==> src/rtl/rv_ctrl_pkg.sv <==
// Shared definitions for the RV32I multi-cycle sequencer.
//   state_t        : FSM state encodings (also exported on state_o for debug)
//   OP_*           : RV32I major opcodes (instr[6:0])
//   instr_class_t  : instruction class latched in DECODE
//   PCSEL_*        : pc_sel encodings driven alongside pc_we
//   classify()     : opcode -> class, CLS_NONE for anything not RV32I-supported
package rv_ctrl_pkg;

    typedef enum logic [2:0] {
        ST_IDLE   = 3'd0,
        ST_FETCH  = 3'd1,
        ST_DECODE = 3'd2,
        ST_EXEC   = 3'd3,
        ST_MEM    = 3'd4,
        ST_WB     = 3'd5,
        ST_TRAP   = 3'd6
    } state_t;

    localparam logic [6:0] OP_R      = 7'b0110011;
    localparam logic [6:0] OP_I      = 7'b0010011;
    localparam logic [6:0] OP_LOAD   = 7'b0000011;
    localparam logic [6:0] OP_STORE  = 7'b0100011;
    localparam logic [6:0] OP_BRANCH = 7'b1100011;
    localparam logic [6:0] OP_JAL    = 7'b1101111;
    localparam logic [6:0] OP_JALR   = 7'b1100111;
    localparam logic [6:0] OP_LUI    = 7'b0110111;
    localparam logic [6:0] OP_AUIPC  = 7'b0010111;

    typedef enum logic [3:0] {
        CLS_NONE   = 4'd0,
        CLS_R      = 4'd1,
        CLS_I      = 4'd2,
        CLS_LOAD   = 4'd3,
        CLS_STORE  = 4'd4,
        CLS_BRANCH = 4'd5,
        CLS_JAL    = 4'd6,
        CLS_JALR   = 4'd7,
        CLS_LUI    = 4'd8,
        CLS_AUIPC  = 4'd9
    } instr_class_t;

    localparam logic [1:0] PCSEL_PLUS4  = 2'b00;
    localparam logic [1:0] PCSEL_BRANCH = 2'b01;
    localparam logic [1:0] PCSEL_JALR   = 2'b10;

    // CLS_NONE doubles as the "illegal opcode" result.
    function automatic instr_class_t classify(input logic [6:0] op);
        instr_class_t cls;
        case (op)
            OP_R:      cls = CLS_R;
            OP_I:      cls = CLS_I;
            OP_LOAD:   cls = CLS_LOAD;
            OP_STORE:  cls = CLS_STORE;
            OP_BRANCH: cls = CLS_BRANCH;
            OP_JAL:    cls = CLS_JAL;
            OP_JALR:   cls = CLS_JALR;
            OP_LUI:    cls = CLS_LUI;
            OP_AUIPC:  cls = CLS_AUIPC;
            default:   cls = CLS_NONE;
        endcase
        return cls;
    endfunction

endpackage

==> src/rtl/mem_wait_timer.sv <==
// Wait-cycle counter shared by the instruction-fetch and data-memory phases.
//   clk, rst_n : clock, asynchronous active-low reset
//   clear      : restart the count (asserted on the cycle that enters a wait phase)
//   inc        : count one more cycle without ready
//   expire     : the count has reached MEM_TIMEOUT-1; one more not-ready cycle is a timeout
module mem_wait_timer #(
    parameter int MEM_TIMEOUT = 16
) (
    input  logic clk,
    input  logic rst_n,
    input  logic clear,
    input  logic inc,
    output logic expire
);

    localparam int TW = (MEM_TIMEOUT > 2) ? $clog2(MEM_TIMEOUT) : 1;

    logic [TW-1:0] count_reg;

    // The controller leaves the wait phase (to TRAP) once expire meets a
    // not-ready cycle, so the counter never needs to saturate.
    always_ff @(posedge clk or negedge rst_n) begin
        if (!rst_n) begin
            count_reg <= '0;
        end else if (clear) begin
            count_reg <= '0;
        end else if (inc) begin
            count_reg <= count_reg + TW'(1);
        end
    end

    assign expire = (count_reg == TW'(MEM_TIMEOUT - 1));

endmodule

==> src/rtl/multicycle_seq_ctrl.sv <==
// Multi-cycle sequencer for the RV32I datapath: steps each instruction through
// FETCH, DECODE, EXEC, MEM and WB and issues the per-phase strobes.
//   clk, rst_n         : clock, asynchronous active-low reset
//   opcode             : instr[6:0] from the IR, consumed only in DECODE
//   branch_taken       : branch compare result, used in EXEC of a branch
//   imem_req/ready     : instruction fetch handshake
//   dmem_req/we/ready  : data memory handshake, we=1 for stores
//   ir_we, pc_we       : IR load / PC update pulses; pc_sel qualifies pc_we
//   reg_write          : register file write pulse
//   trap               : sticky illegal-opcode / memory-timeout flag
//   state_o            : current state for debug
//   retire_cnt         : completed-instruction count (wraps)
module multicycle_seq_ctrl
    import rv_ctrl_pkg::*;
#(
    parameter int MEM_TIMEOUT = 16,
    parameter int RETIRE_W    = 32
) (
    input  logic                clk,
    input  logic                rst_n,
    input  logic [6:0]          opcode,
    input  logic                branch_taken,
    output logic                imem_req,
    input  logic                imem_ready,
    output logic                dmem_req,
    output logic                dmem_we,
    input  logic                dmem_ready,
    output logic                ir_we,
    output logic                pc_we,
    output logic [1:0]          pc_sel,
    output logic                reg_write,
    output logic                trap,
    output logic [2:0]          state_o,
    output logic [RETIRE_W-1:0] retire_cnt
);

    state_t                state_reg, state_next;
    instr_class_t          class_reg, class_next;
    logic [RETIRE_W-1:0]   retire_cnt_reg;
    logic                  timer_clear;
    logic                  timer_inc;
    logic                  timer_expire;

    mem_wait_timer #(
        .MEM_TIMEOUT (MEM_TIMEOUT)
    ) u_wait_timer (
        .clk    (clk),
        .rst_n  (rst_n),
        .clear  (timer_clear),
        .inc    (timer_inc),
        .expire (timer_expire)
    );

    always_ff @(posedge clk or negedge rst_n) begin
        if (!rst_n) begin
            state_reg      <= ST_IDLE;
            class_reg      <= CLS_NONE;
            retire_cnt_reg <= '0;
        end else begin
            state_reg      <= state_next;
            class_reg      <= class_next;
            // An instruction retires exactly when its final phase updates the PC.
            if (pc_we) begin
                retire_cnt_reg <= retire_cnt_reg + RETIRE_W'(1);
            end
        end
    end

    always_comb begin
        state_next = state_reg;
        class_next = class_reg;
        imem_req   = 1'b0;
        dmem_req   = 1'b0;
        dmem_we    = 1'b0;
        ir_we      = 1'b0;
        pc_we      = 1'b0;
        pc_sel     = PCSEL_PLUS4;
        reg_write  = 1'b0;
        trap       = 1'b0;
        timer_inc  = 1'b0;

        case (state_reg)
            ST_IDLE: begin
                state_next = ST_FETCH;
            end

            ST_FETCH: begin
                imem_req = 1'b1;
                if (imem_ready) begin
                    ir_we      = 1'b1;
                    state_next = ST_DECODE;
                end else begin
                    timer_inc = 1'b1;
                    // ready in the expiring cycle still completes the fetch above.
                    if (timer_expire) begin
                        state_next = ST_TRAP;
                    end
                end
            end

            ST_DECODE: begin
                class_next = classify(opcode);
                state_next = (classify(opcode) == CLS_NONE) ? ST_TRAP : ST_EXEC;
            end

            ST_EXEC: begin
                case (class_reg)
                    CLS_LOAD, CLS_STORE: begin
                        state_next = ST_MEM;
                    end
                    CLS_BRANCH: begin
                        pc_we      = 1'b1;
                        pc_sel     = branch_taken ? PCSEL_BRANCH : PCSEL_PLUS4;
                        state_next = ST_FETCH;
                    end
                    default: begin
                        state_next = ST_WB;
                    end
                endcase
            end

            ST_MEM: begin
                dmem_req = 1'b1;
                dmem_we  = (class_reg == CLS_STORE);
                if (dmem_ready) begin
                    if (class_reg == CLS_STORE) begin
                        pc_we      = 1'b1;
                        pc_sel     = PCSEL_PLUS4;
                        state_next = ST_FETCH;
                    end else begin
                        state_next = ST_WB;
                    end
                end else begin
                    timer_inc = 1'b1;
                    if (timer_expire) begin
                        state_next = ST_TRAP;
                    end
                end
            end

            ST_WB: begin
                reg_write  = 1'b1;
                pc_we      = 1'b1;
                if (class_reg == CLS_JAL) begin
                    pc_sel = PCSEL_BRANCH;
                end else if (class_reg == CLS_JALR) begin
                    pc_sel = PCSEL_JALR;
                end else begin
                    pc_sel = PCSEL_PLUS4;
                end
                state_next = ST_FETCH;
            end

            ST_TRAP: begin
                trap = 1'b1;
            end

            default: begin
                // Unused encoding 7: park in TRAP rather than wander.
                state_next = ST_TRAP;
            end
        endcase
    end

    // Restart the wait counter on the cycle that moves into a handshake phase.
    // FETCH and MEM are never adjacent to themselves across an entry, so a
    // state change into either one is exactly an entry.
    assign timer_clear = ((state_next == ST_FETCH) || (state_next == ST_MEM))
                         && (state_next != state_reg);

    assign state_o    = state_reg;
    assign retire_cnt = retire_cnt_reg;

endmodule
==> config.mk <==
export PLATFORM = sky130hd
export DESIGN_NAME = multicycle_seq_ctrl
export DESIGN_NICKNAME = d
export VERILOG_FILES = /design/src/rtl/rv_ctrl_pkg.sv /design/src/rtl/mem_wait_timer.sv /design/src/rtl/multicycle_seq_ctrl.sv
export SDC_FILE = /design/constraint.sdc
export NUM_CORES = 1
export LEC_CHECK = 0
export CORE_ASPECT_RATIO = 1.25
export CORE_MARGIN = 1.5
export CORE_UTILIZATION = 50
export DETAILED_ROUTE_END_ITERATION = 10
export GPL_TIMING_DRIVEN = 0
export PLACE_DENSITY = 0.91
export RECOVER_POWER = 100
export SYNTH_ARGS = -nofsm -noshare
export SYNTH_HDL_FRONTEND = slang
export SYNTH_SLANG_ARGS = --single-unit
export TNS_END_PERCENT = 50
==> constraint.sdc <==
create_clock -name clk -period 3.8 [get_ports clk]
set_input_delay 0.95 -clock clk [delete_from_list [all_inputs] [get_ports clk]]
set_output_delay 0.95 -clock clk [all_outputs]
set_load 0.005 [all_outputs]
Yosys cells after proc, flatten, opt, wreduce, memory -nomap -nowiden
Index checks and enable logic that the tools add are counted.
{"block": "classes", "add_sub_neg": 2, "n_eq_ne": 24, "muxes": 30, "reduce_logical": 7}
{"operator": "4-bit case mux with 9 select lines", "count": 1}
{"operator": "32-bit by 1-bit adder with 32-bit output (second input constant)", "count": 1}
{"operator": "7-bit by 6-bit equality test with 1-bit output (second input constant)", "count": 3}
{"operator": "7-bit equality test (second input constant)", "count": 3}
{"operator": "3-bit case mux with 6 select lines", "count": 1}
{"operator": "4-bit by 3-bit equality test with 1-bit output (second input constant)", "count": 4}
{"operator": "3-bit two-way mux", "count": 5}
{"operator": "7-bit by 5-bit equality test with 1-bit output (second input constant)", "count": 2}
{"operator": "1-bit two-way mux", "count": 14}
{"operator": "3-bit equality test (second input constant)", "count": 4}
{"operator": "4-bit two-way mux", "count": 3}
{"operator": "7-bit by 2-bit equality test with 1-bit output (second input constant)", "count": 1}
{"operator": "3-bit by 1-bit equality test with 1-bit output (second input constant)", "count": 2}
{"operator": "3-bit by 2-bit equality test with 1-bit output (second input constant)", "count": 2}
{"operator": "3-bit case mux with 2 select lines", "count": 1}
{"operator": "4-bit by 1-bit adder with 4-bit output (second input constant)", "count": 1}
{"operator": "4-bit by 2-bit equality test with 1-bit output (second input constant)", "count": 1}
{"operator": "4-bit equality test (second input constant)", "count": 1}
{"operator": "4-bit zero test", "count": 1}
{"operator": "2-bit two-way mux", "count": 2}
{"operator": "2-bit case mux with 2 select lines", "count": 1}
{"operator": "2-bit OR reduction", "count": 2}
{"operator": "3-bit zero test", "count": 1}
{"operator": "3-bit != test", "count": 1}
{"operator": "other kinds (5)", "count": 5}
{"block": "word_totals", "reg_bits": 43, "in_bits": 12, "output_inout_bits": 44, "word_cells": 67}

Depth between registers and ports, before layout
{"block": "logic_depth", "ltp_word": 10, "ltp_mapped": 7}

By module
Synthesis repeated with hierarchy kept, for this count alone.
{"block": "unflattened", "hier_cells": 225, "hier_area_um2": 2306.0}
{"module": "multicycle_seq_ctrl", "n_inst": 1, "cells_per_inst": 208, "area_each_um2": 2107.0}
{"module": "mem_wait_timer", "n_inst": 1, "cells_per_inst": 17, "area_each_um2": 198.9}

Least setup slack after synthesis
No wires, ideal clock.
{"block": "synth_timing", "path_type": "input-to-output", "startpoint": "input port dmem_ready", "endpoint": "output port pc_we", "t_arrival_ps": 1653, "setup_slack_ps": 1197, "cell_stages": 4, "path_cell_list": "inv_1 -> o32a_4 -> and2_2 -> inv_1"}
{"block": "synth_between", "elab_chain_len": 2}
{"element": "start: declaration", "line_no": "multicycle_seq_ctrl.sv:27", "rtl": "input logic dmem_ready,"}
{"element": "1-bit two-way mux", "line_no": "multicycle_seq_ctrl.sv:125", "rtl": "if (dmem_ready) begin"}
{"element": "1-bit case mux with 3 select lines", "line_no": "multicycle_seq_ctrl.sv:82", "rtl": "case (state_reg)"}
{"element": "end: declaration", "line_no": "multicycle_seq_ctrl.sv:29", "rtl": "output logic pc_we,"}
Every way passes these cells.

Final worst setup path
Same ends and word-level chain as after synthesis.

==> impl_results.md <==
* Status: finished, violations left
* Failing checks: capacitance limit, slew limit
* Ports at 56
* Vias in the first global route at 1926
* Fmax achieved at 271 MHz
* Post-CTS sizing at 0
* Cell Pwr Density at 285 mW/mm²
* Synth async-reset ratio at 1.00
* Primary FF master, synth: dfrtp_1
* CP required at 2850 ps
* Max Slew Vio Count at between 40 and 50
* Fin Setup TNS at 0 ps
* Hold Fails Final Rpt at 0
* DR iter-0 viols at 162
* GR Overflow Total at 0
* VDD IR max at roughly 140 µV
* Wire per inst at around 14 µm
* Final WL at slightly below 5 mm
* Vias/cell at 5.66
* Max reg flops at 32
* Switching Power at 0.174 mW
* Post-route non-filler standard cell count at 348
* Commonest cells after routing, fill and taps aside: dfrtp_1, dlygate4sd3_1, xnor2_1
* Min-Delay Path Class: primary input to asynchronous set/reset pin
* Clock Skews at 4.54 ps
* Met2 Usage GRT at 0.386
* Syn nets at 240
* Pleak at 1.29 nW
* CTS tree: yes
* H-tree depth at 2
* Dpl hpwl at 3.68 mm
* Synth cell types at 55
* Critical path class: primary input to output port
* First-pass DRT Iterations at 4
* Initial Utilization at 0.523
* Synth warn at 0
* GR Util met1 at 0.240
* Cell count of the worst reg-to-reg path at 6
* Post-Syn Instances at 226
* Die Y at 79.3 µm
* Fin nets at just over 300
* IO Port Bufs at 55
* Startpoint Class: primary input
* Placed cells at 340
* Crit-path max FO at 5
* Fin Hold WS at roughly 460 ps
* RSZ-0062 raised after global routing: no
* CTS Buf Count at 5
* Critical Path End Type: output port
* Rel. slew slack at -0.395
* Setup violations, final at 0
* Switching power share of the total at 0.201
* Fin util at 0.680
* Detail Route Antenna Nets at 0
* Ant. Diodes at 0
* Share of layout cells above drive strength 1 at 0.0862
* Internal at 0.690 mW
* Post-synthesis register bit count at 43
* Gpl congestion at 0.844
* Sequential share of the synthesized area at 0.462
* Antenna violations before repair at 0
* Final period utilization at 0.970
* Layout area overhead at 30.1%
* Clock Path Buffers at 2
* Core area at about 0.0045 mm²
* Commonest non-fill, non-tap cell in the layout: dfrtp_1
* Clk sinks at 43
* Post-synthesis cell area at 0.00233 mm²
* Aggregate global-route resource usage at 0.210
* Routed via count at 1969
* GR Layer Usage met3 at 0.0397
* Number of enable flip-flop cells after synthesis at 0
* FP Rows at 27
* Slew at the pin with the worst max-slew slack at 2090 ps
* Global-route wire length before repair at roughly 8.5 mm
* Synth Area per Inst at approximately 10 µm²
* Largest net degree at the start of global routing at 41
* Clock Tree Root: clkbuf_8
* Gate power share at 0.043
* Die ar. at 0.00508 mm²
* Die W at roughly 64 µm
* Skew-Pair Late Insertion Delay at slightly below 300 ps
* Post-CTS Setup Inserts at 0
* Final Total Pwr at 0.864 mW
* Worst R2R End: retire_cnt[4]
* Sequential fraction of design power at 0.537
* Max-cap viol count at 1
* Grt peak-use layer: met2
* Residual DRC at 0
* Clk pwr share at 0.420
* Clk slew on worst S/H paths at 80 ps
* FF-to-FF setup slack at ~1200 ps
* Critical Path AT at 2740 ps
* # hold bufs at CTS at 0
* Fin crit period at 3690 ps
* Crit Reg-Reg Startpoint: class_reg[0]
[power by group through the flow]
stage                     registers [mW]  logic, mW  clock network (mW)
after floorplan                    0.472     0.0132                   0
after global placement             0.473     0.0377                   0
after detailed placement           0.473     0.0405                   0
after CTS                          0.464     0.0405               0.373
after global routing               0.465     0.0422               0.393
final                              0.464     0.0371               0.363
[layout make-up]
class	count	area, µm²
Tap cell	58	72.6
Clock buffer	6	82.6
Timing Repair Buffer	56	548
Clock inverter	2	35.0
Buffer	5	30.0
Inverter	7	26.3
Fill cell	358	1430
Sequential cell	43	1080
Multi-Input combinational cell	171	1160
[synthesized netlist by cell type (all sizes together) (2+ instances only)]
cell type  count  area (µm²)
a21oi          8        43.8
dfrtp         43        1080
nand4          9        56.3
o31ai          2        20.0
o21ai          3        15.0
o21bai         2        15.0
nor2          15        56.3
a21o           3        31.3
and2           4        26.3
nand2         17        63.8
ha             2        25.0
nor3           6        30.0
nand3         17        85.1
and3           6        37.5
xor2           8        70.1
and4           6        55.1
nand2b         2        12.5
nor2b          5        31.3
a21boi         2        18.8
inv            7        26.3
or3b           4        35.0
buf            3        17.5
nand3b         3        22.5
xnor2         26         228
[kinds of logic after synthesis]
family                   after synthesis  synth area share
multiplexers                           2           0.00912
adder cells (fa/ha/maj)                2            0.0107
AO/OA/AOI/OAI                         31             0.108
flip-flops                            43             0.462
buffers and inverters                 12            0.0247
XOR/XNOR                              34             0.128
AND/OR/NAND/NOR                      102             0.258
[how the worst max path moves through the flow]
stage,startpoint,end,slack [ps],cells after the start
2_1_floorplan,dmem_ready,pc_we,1200,4
3_3_place_gp,dmem_ready,pc_we,110,6
3_5_place_dp,dmem_ready,pc_we,90,6
4_1_cts,dmem_ready,pc_we,90,6
5_1_grt,dmem_ready,pc_we,40,6
6_report,dmem_ready,pc_we,110,6
[per-stage QoR]
step                area [µm²]  setup WS [ps]
floorplan                 2330           1200
global placement          2950            108
detailed placement        2970           92.6
CTS                       3090           89.1
global route              3030           42.8
finish                    3030            113
[critical path, cell delays in order]
cell and delay (ps):
clkdlybuf4s50_1 520, inv_1 70, o32a_4 400, and2_0 210, inv_1 90, clkdlybuf4s50_1 490
[layer usage]
layer,part of all wire,routed length (µm),vias up
li1,-,-,927
met1,0.39,1920,949
met2,0.53,2640,81
met3,0.058,290,12
met4,0.022,107,0
met5,0,0,-
(Power assumes the default switching activity.)
